$ cat src/rtl/ahb2apb_bridge.sv
// AHB-Lite slave to APB4 master bridge: one APB SETUP/ACCESS per AHB transfer,
// with PREADY wait states, PSLVERR mapped to the two-cycle AHB ERROR response.
module ahb2apb_bridge #(
  parameter int PADDR_W = 16
) (
  input  logic               clk,
  input  logic               rst_n,
  input  logic               HSEL,
  input  logic [31:0]        HADDR,
  input  logic [1:0]         HTRANS,
  input  logic               HWRITE,
  input  logic [2:0]         HSIZE,
  input  logic [31:0]        HWDATA,
  input  logic               HREADY,
  output logic [31:0]        HRDATA,
  output logic               HREADYOUT,
  output logic               HRESP,
  output logic [PADDR_W-1:0] PADDR,
  output logic               PSEL,
  output logic               PENABLE,
  output logic               PWRITE,
  output logic [31:0]        PWDATA,
  output logic [3:0]         PSTRB,
  input  logic [31:0]        PRDATA,
  input  logic               PREADY,
  input  logic               PSLVERR
);

  typedef enum logic [2:0] {
    S_IDLE, S_WAIT, S_SETUP, S_ACCESS, S_DONE, S_ERR1, S_ERR2
  } state_e;

  state_e               state_q, state_d;
  logic [PADDR_W-1:0]   paddr_q, paddr_d;
  logic                 pwrite_q, pwrite_d;
  logic [31:0]          pwdata_q, pwdata_d;
  logic [3:0]           pstrb_q, pstrb_d;
  logic [31:0]          hrdata_q, hrdata_d;

  logic                 accept;
  logic                 illegal;
  logic [3:0]           strb;

  // Upper address bits and HTRANS[0] carry no information for the APB side.
  logic unused_bits;
  assign unused_bits = ^{HADDR[31:PADDR_W], HTRANS[0]};

  // Handshake: a transfer is taken only when this bridge can start a new one
  // (IDLE/DONE/ERR2) and the address phase is qualified by the system HREADY.
  assign accept = ((state_q == S_IDLE) || (state_q == S_DONE) || (state_q == S_ERR2))
                  && HSEL && HTRANS[1] && HREADY;

  always_comb begin
    illegal = 1'b0;
    strb    = 4'b1111;
    case (HSIZE)
      3'd0: strb = 4'b0001 << HADDR[1:0];
      3'd1: begin
        strb    = 4'b0011 << HADDR[1:0];
        illegal = HADDR[0];
      end
      3'd2: illegal = (HADDR[1:0] != 2'b00);
      default: illegal = 1'b1;
    endcase
  end

  always_comb begin
    state_d  = state_q;
    paddr_d  = paddr_q;
    pwrite_d = pwrite_q;
    pwdata_d = pwdata_q;
    pstrb_d  = pstrb_q;
    hrdata_d = hrdata_q;
    case (state_q)
      S_IDLE, S_DONE, S_ERR2: begin
        if (accept) begin
          state_d  = illegal ? S_ERR1 : S_WAIT;
          paddr_d  = HADDR[PADDR_W-1:0];
          pwrite_d = HWRITE;
          pstrb_d  = HWRITE ? strb : 4'b0000;
        end else begin
          state_d = S_IDLE;
        end
      end
      S_WAIT: begin
        if (pwrite_q) pwdata_d = HWDATA;
        state_d = S_SETUP;
      end
      S_SETUP: state_d = S_ACCESS;
      S_ACCESS: begin
        if (PREADY) begin
          if (PSLVERR) begin
            state_d = S_ERR1;
          end else begin
            if (!pwrite_q) hrdata_d = PRDATA;
            state_d = S_DONE;
          end
        end
      end
      S_ERR1: state_d = S_ERR2;
      default: state_d = S_IDLE;
    endcase
  end

  always_ff @(posedge clk or negedge rst_n) begin
    if (!rst_n) begin
      state_q  <= S_IDLE;
      paddr_q  <= '0;
      pwrite_q <= 1'b0;
      pwdata_q <= '0;
      pstrb_q  <= '0;
      hrdata_q <= '0;
    end else begin
      state_q  <= state_d;
      paddr_q  <= paddr_d;
      pwrite_q <= pwrite_d;
      pwdata_q <= pwdata_d;
      pstrb_q  <= pstrb_d;
      hrdata_q <= hrdata_d;
    end
  end

  // Control outputs decode straight from the state flop so an async reset
  // drops PSEL/PENABLE and releases HREADYOUT in the same cycle.
  assign PSEL      = (state_q == S_SETUP) || (state_q == S_ACCESS);
  assign PENABLE   = (state_q == S_ACCESS);
  assign HREADYOUT = !((state_q == S_WAIT) || (state_q == S_SETUP) ||
                       (state_q == S_ACCESS) || (state_q == S_ERR1));
  assign HRESP     = (state_q == S_ERR1) || (state_q == S_ERR2);
  assign PADDR     = paddr_q;
  assign PWRITE    = pwrite_q;
  assign PWDATA    = pwdata_q;
  assign PSTRB     = pstrb_q;
  assign HRDATA    = hrdata_q;

endmodule

$ cat config.mk
export PLATFORM = sky130hd
export DESIGN_NAME = ahb2apb_bridge
export DESIGN_NICKNAME = d
export VERILOG_FILES = /design/src/rtl/ahb2apb_bridge.sv
export SDC_FILE = /design/constraint.sdc
export NUM_CORES = 1
export LEC_CHECK = 0
export BUFFER_PORTS_ARGS = -buffer_cell sky130_fd_sc_hd__buf_4
export CAP_MARGIN = 20
export CORE_ASPECT_RATIO = 1.5
export CORE_MARGIN = 5
export CORE_UTILIZATION = 45
export CTS_BUF_LIST = sky130_fd_sc_hd__clkbuf_2
export DETAILED_ROUTE_END_ITERATION = 7
export PLACE_DENSITY = 0.78
export RECOVER_POWER = 100
export SLEW_MARGIN = 20
export SYNTH_ARGS = -nofsm -noshare
export SYNTH_HDL_FRONTEND = slang
export SYNTH_SLANG_ARGS = --single-unit
$ cat constraint.sdc
create_clock -name clk -period 2.14 [get_ports clk]
set_clock_uncertainty 0.1 [all_clocks]
set_input_delay 0.214 -clock clk [delete_from_list [all_inputs] [get_ports clk]]
set_output_delay 0.214 -clock clk [all_outputs]
set_load 0.01 [all_outputs]
# Yosys cells after proc, flatten, opt, wreduce, memory -nomap -nowiden
# Index checks and enable logic that the tools add are counted.
totals:
  latchBits: 0
  in_bits: 108
  mem_count: 0
  wordCells: 45
  ram_bits: 0
  out_inout_bits: 89
  rom_bits: 0
  reg_bits: 88
classes:
  add_sub_neg: 0
  reduce_logical: 18
  shifts: 2
  n_eq_ne: 9
  div: 0
  magnitude_cmp: 0
  muxes: 8
  bitwise_logic: 2
  mul: 0
op_table:
  columns: ["op", "n"]
  rows:
  - ["3-bit one-hot mux with 5 select lines", 1]
  - ["3-bit by 2-bit == test with 1-bit output (second input constant)", 3]
  - ["3-bit == test (second input constant)", 3]
  - ["3-bit 2-to-1 mux", 3]
  - ["4-bit one-hot mux with 2 select lines", 1]
  - ["1-bit logical OR", 7]
  - ["3-bit by 1-bit == test with 1-bit output (second input constant)", 2]
  - ["3-bit zero test", 2]
  - ["4-bit 2-to-1 mux", 1]
  - ["2-bit AND reduction", 2]
  - ["4-bit AND reduction", 1]
  - ["1-bit by 2-bit left shift with 4-bit output (first input constant)", 1]
  - ["2-bit by 2-bit left shift with 4-bit output (first input constant)", 1]
  - ["1-bit logical AND", 3]
  - ["1-bit one-hot mux with 3 select lines", 1]
  - ["3-bit OR reduction", 1]
  - ["2-bit by 1-bit inequality test with 1-bit output (second input constant)", 1]
  - ["1-bit NOT", 2]
  - ["2-bit nonzero test", 1]
  - ["1-bit zero test", 1]
  - ["1-bit 2-to-1 mux", 1]

# Longest topological paths before layout
depth:
  word_depth: 8
  ltp_mapped: 6
  mapped_depth_nobuf: 3

# Worst setup path before layout
# Ideal clock, no wire load.
synth_timing:
  path_type: "reg2reg"
  from: "register state_q[2]"
  to: "register hrdata_q[10], in the netlist HRDATA[10]"
  period_less_slack_ns: 1.943
  n_path_buf: 3
  setup_ns: 0.125
  path_stages_with_launch: 7
  required_ns: 1.915
  setup_slack_ns: 0.197
  t_arrival_ns: 1.718
  path_cell_list: "dfrtp_1 and2b_1 buf_4 or4b_1 buf_6 buf_12 mux2_4"
synth_via:
  elab_chain_len: 2
synth_rtl:
  columns: ["element", "line", "rtl"]
  rows:
  - ["from (decl)", "33", "state_e state_q, state_d;"]
  - ["from (signal assigned)", "114", "state_q <= state_d;"]
  - ["3-bit by 2-bit == test with 1-bit output", "74", "case (state_q)"]
  - ["4-bit AND reduction (no line)", null, null]
  - ["to (signal assigned)", "119", "hrdata_q <= hrdata_d;"]
  - ["to (decl)", "38", "logic [31:0] hrdata_q, hrdata_d;"]
# No other way between the ends.
# A chain may end at the register's enable or synchronous reset.

# Final worst setup path
layout_timing:
  from: "input port HSIZE[1]"
  to: "register pstrb_q[1], in the netlist PSTRB[1]"
layout_via:
  elab_chain_len: 3
  elab_cells_between_ends: 4
  cone_classes: "eq/ne (1); mux (2); reduce/logical (1)"
layout_rtl:
  columns: ["element", "line", "rtl"]
  rows:
  - ["from (decl)", "12", "input logic [2:0] HSIZE,"]
  - ["3-bit by 1-bit == test with 1-bit output or 3-bit zero test (tied branches)", "56", "case (HSIZE)"]
  - ["4-bit one-hot mux with 2 select lines (*)", "56", null]
  - ["4-bit 2-to-1 mux (*)", "80", "pstrb_d = HWRITE ? strb : 4'b0000;"]
  - ["to (signal assigned)", "118", "pstrb_q <= pstrb_d;"]
  - ["to (decl)", "37", "logic [3:0] pstrb_q, pstrb_d;"]
# Every way passes the cells marked *; elsewhere a longest branch is shown, timed or not.

==> results <==
- The total I/O pin count is roughly 200.
- The clock reaches the later pin of the worst-skew pair after 0.54 ns.
- The count of antenna diodes in the layout is 0.
- The checks that failed: setup timing.
- The end of the worst register-to-register path is HRDATA[30].
- Based on the critical path, the design can be clocked at up to 459 MHz.
- The cell family with the largest share of critical-path delay is buffers and inverters.
- The total number of yosys warnings is 0.
- The largest single stage delay on the critical path is 0.62 ns.
- After synthesis, the largest family of logic cells by area is multiplexers.
- The HPWL after detailed placement is about 6.4 mm.
- The number of cells on the worst reg-to-reg path is 4.
- The total count of hold-check failures in the final report is 0.
- The post-synthesis sequential element count is about 90.
- The number of global-route vias before repair came to between 3,000 and 4,000.
- Of the total synthesized cell area, the portion taken by full adders, half adders and majority gates is 0.
- The switching share of power is 0.368.
- Traced cell by cell, the critical path runs through dlygate4sd3_1 > clkbuf_4 > nor2_1 > dlygate4sd3_1 > a21oi_1 > dlygate4sd3_1 > mux2_2.
- The run finished, with violations left.
- The H-tree was split into 3 levels.
- Of the synthesized area, sequential elements account for 0.615.
- Summing every instance area after synthesis gives 3580 um^2.
- The site row count is 39.
- The TritonCTS buffer count is 9.
- The die covers 9880 um^2.
- Data arrives at the worst endpoint at between 2 and 3 ns.
- The final count of pins violating max slew is 0.
- The post-synthesis instance total is between 200 and 250.
- At the end of routability-driven placement, the weighted congestion stood at approximately 0.76.
- The pin count of the biggest net entering global routing is 50.
- The total vias in the final route is around 2,800.
- The routed design has 10.2 mm of wire.
- The share of total power dissipated in sequential elements is 0.461.
- After detailed routing, the average wire length per cell comes to roughly 17 um.
- The count of nets left with antenna violations after detail routing is 0.
- The area share of the leading cell type in the synthesized netlist is 0.615.
- Yosys mapped a number of flops with a built-in enable equal to 0.
- Clock-pin slew was measured on the worst setup and hold paths at about 0.23 ns.
- The initial antenna violation count is 0.
- The share of final-layout standard cells stronger than drive strength 1 is 0.345.
- The number of buffers added for setup after CTS is 0.
- In this run, the number of DRC markers left after iteration 0 of detailed routing was 51.
- By count the netlist is led by sky130_fd_sc_hd__dfrtp_1, sky130_fd_sc_hd__mux2_2, sky130_fd_sc_hd__mux2_4, sky130_fd_sc_hd__buf_2, sky130_fd_sc_hd__a21oi_1.
- The tool flagged a number of max-cap violations equal to 0.
- Hold is met by about 0.082 ns.
- The worst hold path belongs to the class in2reg.
- Cell internal power was estimated by the tool at roughly 0.004 W.
- The fraction of the mapped netlist area in compound gates came to 0.0241.
- The initial utilization of the core area, before any placement, comes to 0.464.
- The die is between 100 and 150 um tall.
- The topmost layer with routed signal wires is met4.
- The power spent charging and discharging nets is 0.00233 W.
- The most frequent cell after synthesis is sky130_fd_sc_hd__dfrtp_1.
- STA classifies the critical path startpoint as an input port.
- The count of buffering cells on the critical path with inverters included is 4.
- The start-to-end type of the worst setup path is in2reg.
- Measured against its own limit, the worst slew margin works out to 0.358.
- The post-synthesis net count is ~320.
- After global routing the overflow that remains totals 0.
- Setup repair after global routing left no endpoint under its margin.
- After detailed routing, the number of vias per cell comes to between 4 and 5.
- The detailed-route wire length on metal 1 is roughly 3.6 mm.
- The net count of the finished layout is approximately 600.
- The final setup violation count is 1.
- The xor/xnor share of the synthesized area is 0.00245.
- Counting every sink on the clock net gives approximately 90.
- The sum of negative setup slack is -0.0403 ns.
- The largest individual stage delay along the critical path comes from the cell sky130_fd_sc_hd__dlygate4sd3_1.
- The cell chosen for the clock root is sky130_fd_sc_hd__clkbuf_2.
- The category of the worst setup path capture point is a flop.
- The area overhead of the layout relative to synthesis is 55.4%.
- VDD sags by at most approximately 0.00076 V.
- No sink is reached through more buffers than the 2 on the longest clock path.
- TritonCTS built the clock tree.
- The sum of met2 wire segment lengths after detailed routing is roughly 5.7 mm.
- For this run, the detailed router's first-pass iteration total came to 4.
- Of all nets on the critical path, the largest fanout is 4.
- The routed design uses around 680 um of met3 wire.
- The transition time of the tightest slew-check pin is just under 1 ns.
- In this run the horizontal extent of the chip is 82.8 um.
- In the post-synthesis netlist, the biggest area contributors are sky130_fd_sc_hd__dfrtp_1, sky130_fd_sc_hd__mux2_2, sky130_fd_sc_hd__mux2_4.
- The overall global routing resource usage is 0.214.
- The dominant synthesized flop cell is sky130_fd_sc_hd__dfrtp_1.
- In the post-route analysis, the smallest setup slack over all paths is -0.0403 ns.
- The analysis attributes to cell leakage a power of 2.56 nW.
- Counting I/O delays and the setup requirement, the final critical path takes approximately 2.2 ns.
- The post-synthesis async set-or-reset flop share is 1.00.
- The cell repeated most along the worst path is sky130_fd_sc_hd__dlygate4sd3_1.
- The share of total power in combinational logic is 0.432.
- The endpoint of the worst hold-timing path is PSTRB[2].
- Of the total synthesized cell area, the portion taken by AND, OR, NAND and NOR gates is 0.0259.
- In this run, distinct cell masters in the synthesized netlist total 27.
- After detailed routing, the number of remaining DRC violations is 0.
- The leading area contributor after synthesis is sky130_fd_sc_hd__dfrtp_1.
- The core region area is between 7000 and 8000 um^2.
- In the finished design, the share of the clock period the worst path needs comes to 1.02.
- Dividing total power by cell area gives a power density of around 1100 nW/um^2.
- The setup check on the worst reg-to-reg path leaves a slack of roughly 0.09 ns.
- Of the post-synthesis cell area, the part taken by muxes is 0.299.
- The startpoint of the worst register-to-register path is state_q[2].
- The post-synthesis average cell area is ~17 um^2.
- Before CTS, the worst setup slack after placement is ~0.15 ns.
- The worst hold path passes through 4 cells.
- The clock network power share is 0.107.
- The first global-routing pass estimated 16.7 mm of wire.
- The worst hold path begins at HSIZE[0].
- The required time at the endpoint of the critical path is 2.50 ns.
- The quantity of I/O buffers inserted on ports is approximately 180.
[worst max-delay path by stage]
stage                       to  slack (ns)       start  cells past startpoint
floorplan           HRDATA[10]        0.20  state_q[2]                      6
global placement    HRDATA[24]        0.16  state_q[2]                      4
CTS                   PSTRB[1]        0.08    HSIZE[1]                      7
detailed placement  HRDATA[30]        0.15  state_q[2]                      4
finish                PSTRB[1]       -0.04    HSIZE[1]                      7
global route        state_q[2]        0.01  state_q[0]                      6
[kinds of logic after synthesis]
logic type                Yosys count
AOI/OAI and AO/OA                  14
xor gates and xnor gates            1
buffers and inverters              14
DFF                                88
muxes                              85
and+or+nand+nor                    14
[power groups by stage]
stage	sequential [W]	clock (W)	combinational (W)
after floorplan	0.00333	0	0.00132
after global placement	0.00292	0	0.00346
after detailed placement	0.00298	0	0.00352
after CTS	0.00294	0.000698	0.00369
after global routing	0.00304	0.000790	0.00299
final	0.00292	0.000677	0.00274
[through the flow]
stage | total power (W) | instance area, um^2 | utilization | instances
floorplan | 0.00464 | 3580 | - | 216
global placement | 0.00639 | 5050 | 0.655 | 495
detailed placement | 0.00649 | 5050 | 0.655 | 495
CTS | 0.00733 | 6040 | 0.783 | 601
global route | 0.00682 | 5560 | 0.722 | 601
finish | 0.00634 | 5560 | 0.722 | 601
[cells in the final DEF, fill, tap and decap left out, types with 2 or more instances in the layout]
cell                            instances
sky130_fd_sc_hd__a21oi_1                5
sky130_fd_sc_hd__a22o_1                 2
sky130_fd_sc_hd__and2_0                 2
sky130_fd_sc_hd__and2b_1                2
sky130_fd_sc_hd__buf_4                 93
sky130_fd_sc_hd__clkbuf_1              89
sky130_fd_sc_hd__clkbuf_2              15
sky130_fd_sc_hd__clkbuf_4               3
sky130_fd_sc_hd__clkinv_1               2
sky130_fd_sc_hd__dfrtp_1               88
sky130_fd_sc_hd__dlygate4sd3_1         91
sky130_fd_sc_hd__inv_1                  2
sky130_fd_sc_hd__mux2_1                28
sky130_fd_sc_hd__mux2_2                55
sky130_fd_sc_hd__mux2_4                 2
sky130_fd_sc_hd__nor2_1                 2
sky130_fd_sc_hd__o21ai_0                3
sky130_fd_sc_hd__o21bai_1               2
[tightest hold or removal path, cell delays in order]
cell	delay, ns
sky130_fd_sc_hd__buf_4	0.11
sky130_fd_sc_hd__nand3b_1	0.08
sky130_fd_sc_hd__a31oi_1	0.16
sky130_fd_sc_hd__mux2_2	0.15
[flip-flops by register name (all words and copies together) (netlist names)]
register  count
PWRITE        1
state_q       3
HRDATA       32
PSTRB         4
PWDATA       32
PADDR        16
[area by class of cell]
| class | instances | area [um^2] |
|---|---|---|
| Clock buffer | 13 | 65.1 |
| Fill cell | 613 | 2150 |
| Sequential cell | 88 | 2200 |
| Timing Repair Buffer | 280 | 2000 |
| Tap cell | 102 | 128 |
| Clock inverter | 2 | 7.51 |
| Inverter | 2 | 7.51 |
| Multi-Input combinational cell | 114 | 1150 |
[timing repair]
action                     CTS  global route
hold endpoints to repair   176             0
setup endpoints to repair    0             1
hold buffers                91             0
resized for setup            0             1
[layer usage]
| layer | up-vias | global-route usage |
|---|---|---|
| li1 | 1312 | - |
| met1 | 1361 | 0.231 |
| met5 | - | 0 |
| met3 | 15 | 0.0649 |
| met4 | 0 | 0.0920 |
| met2 | 116 | 0.385 |
Power figures use the tool's default switching activity.
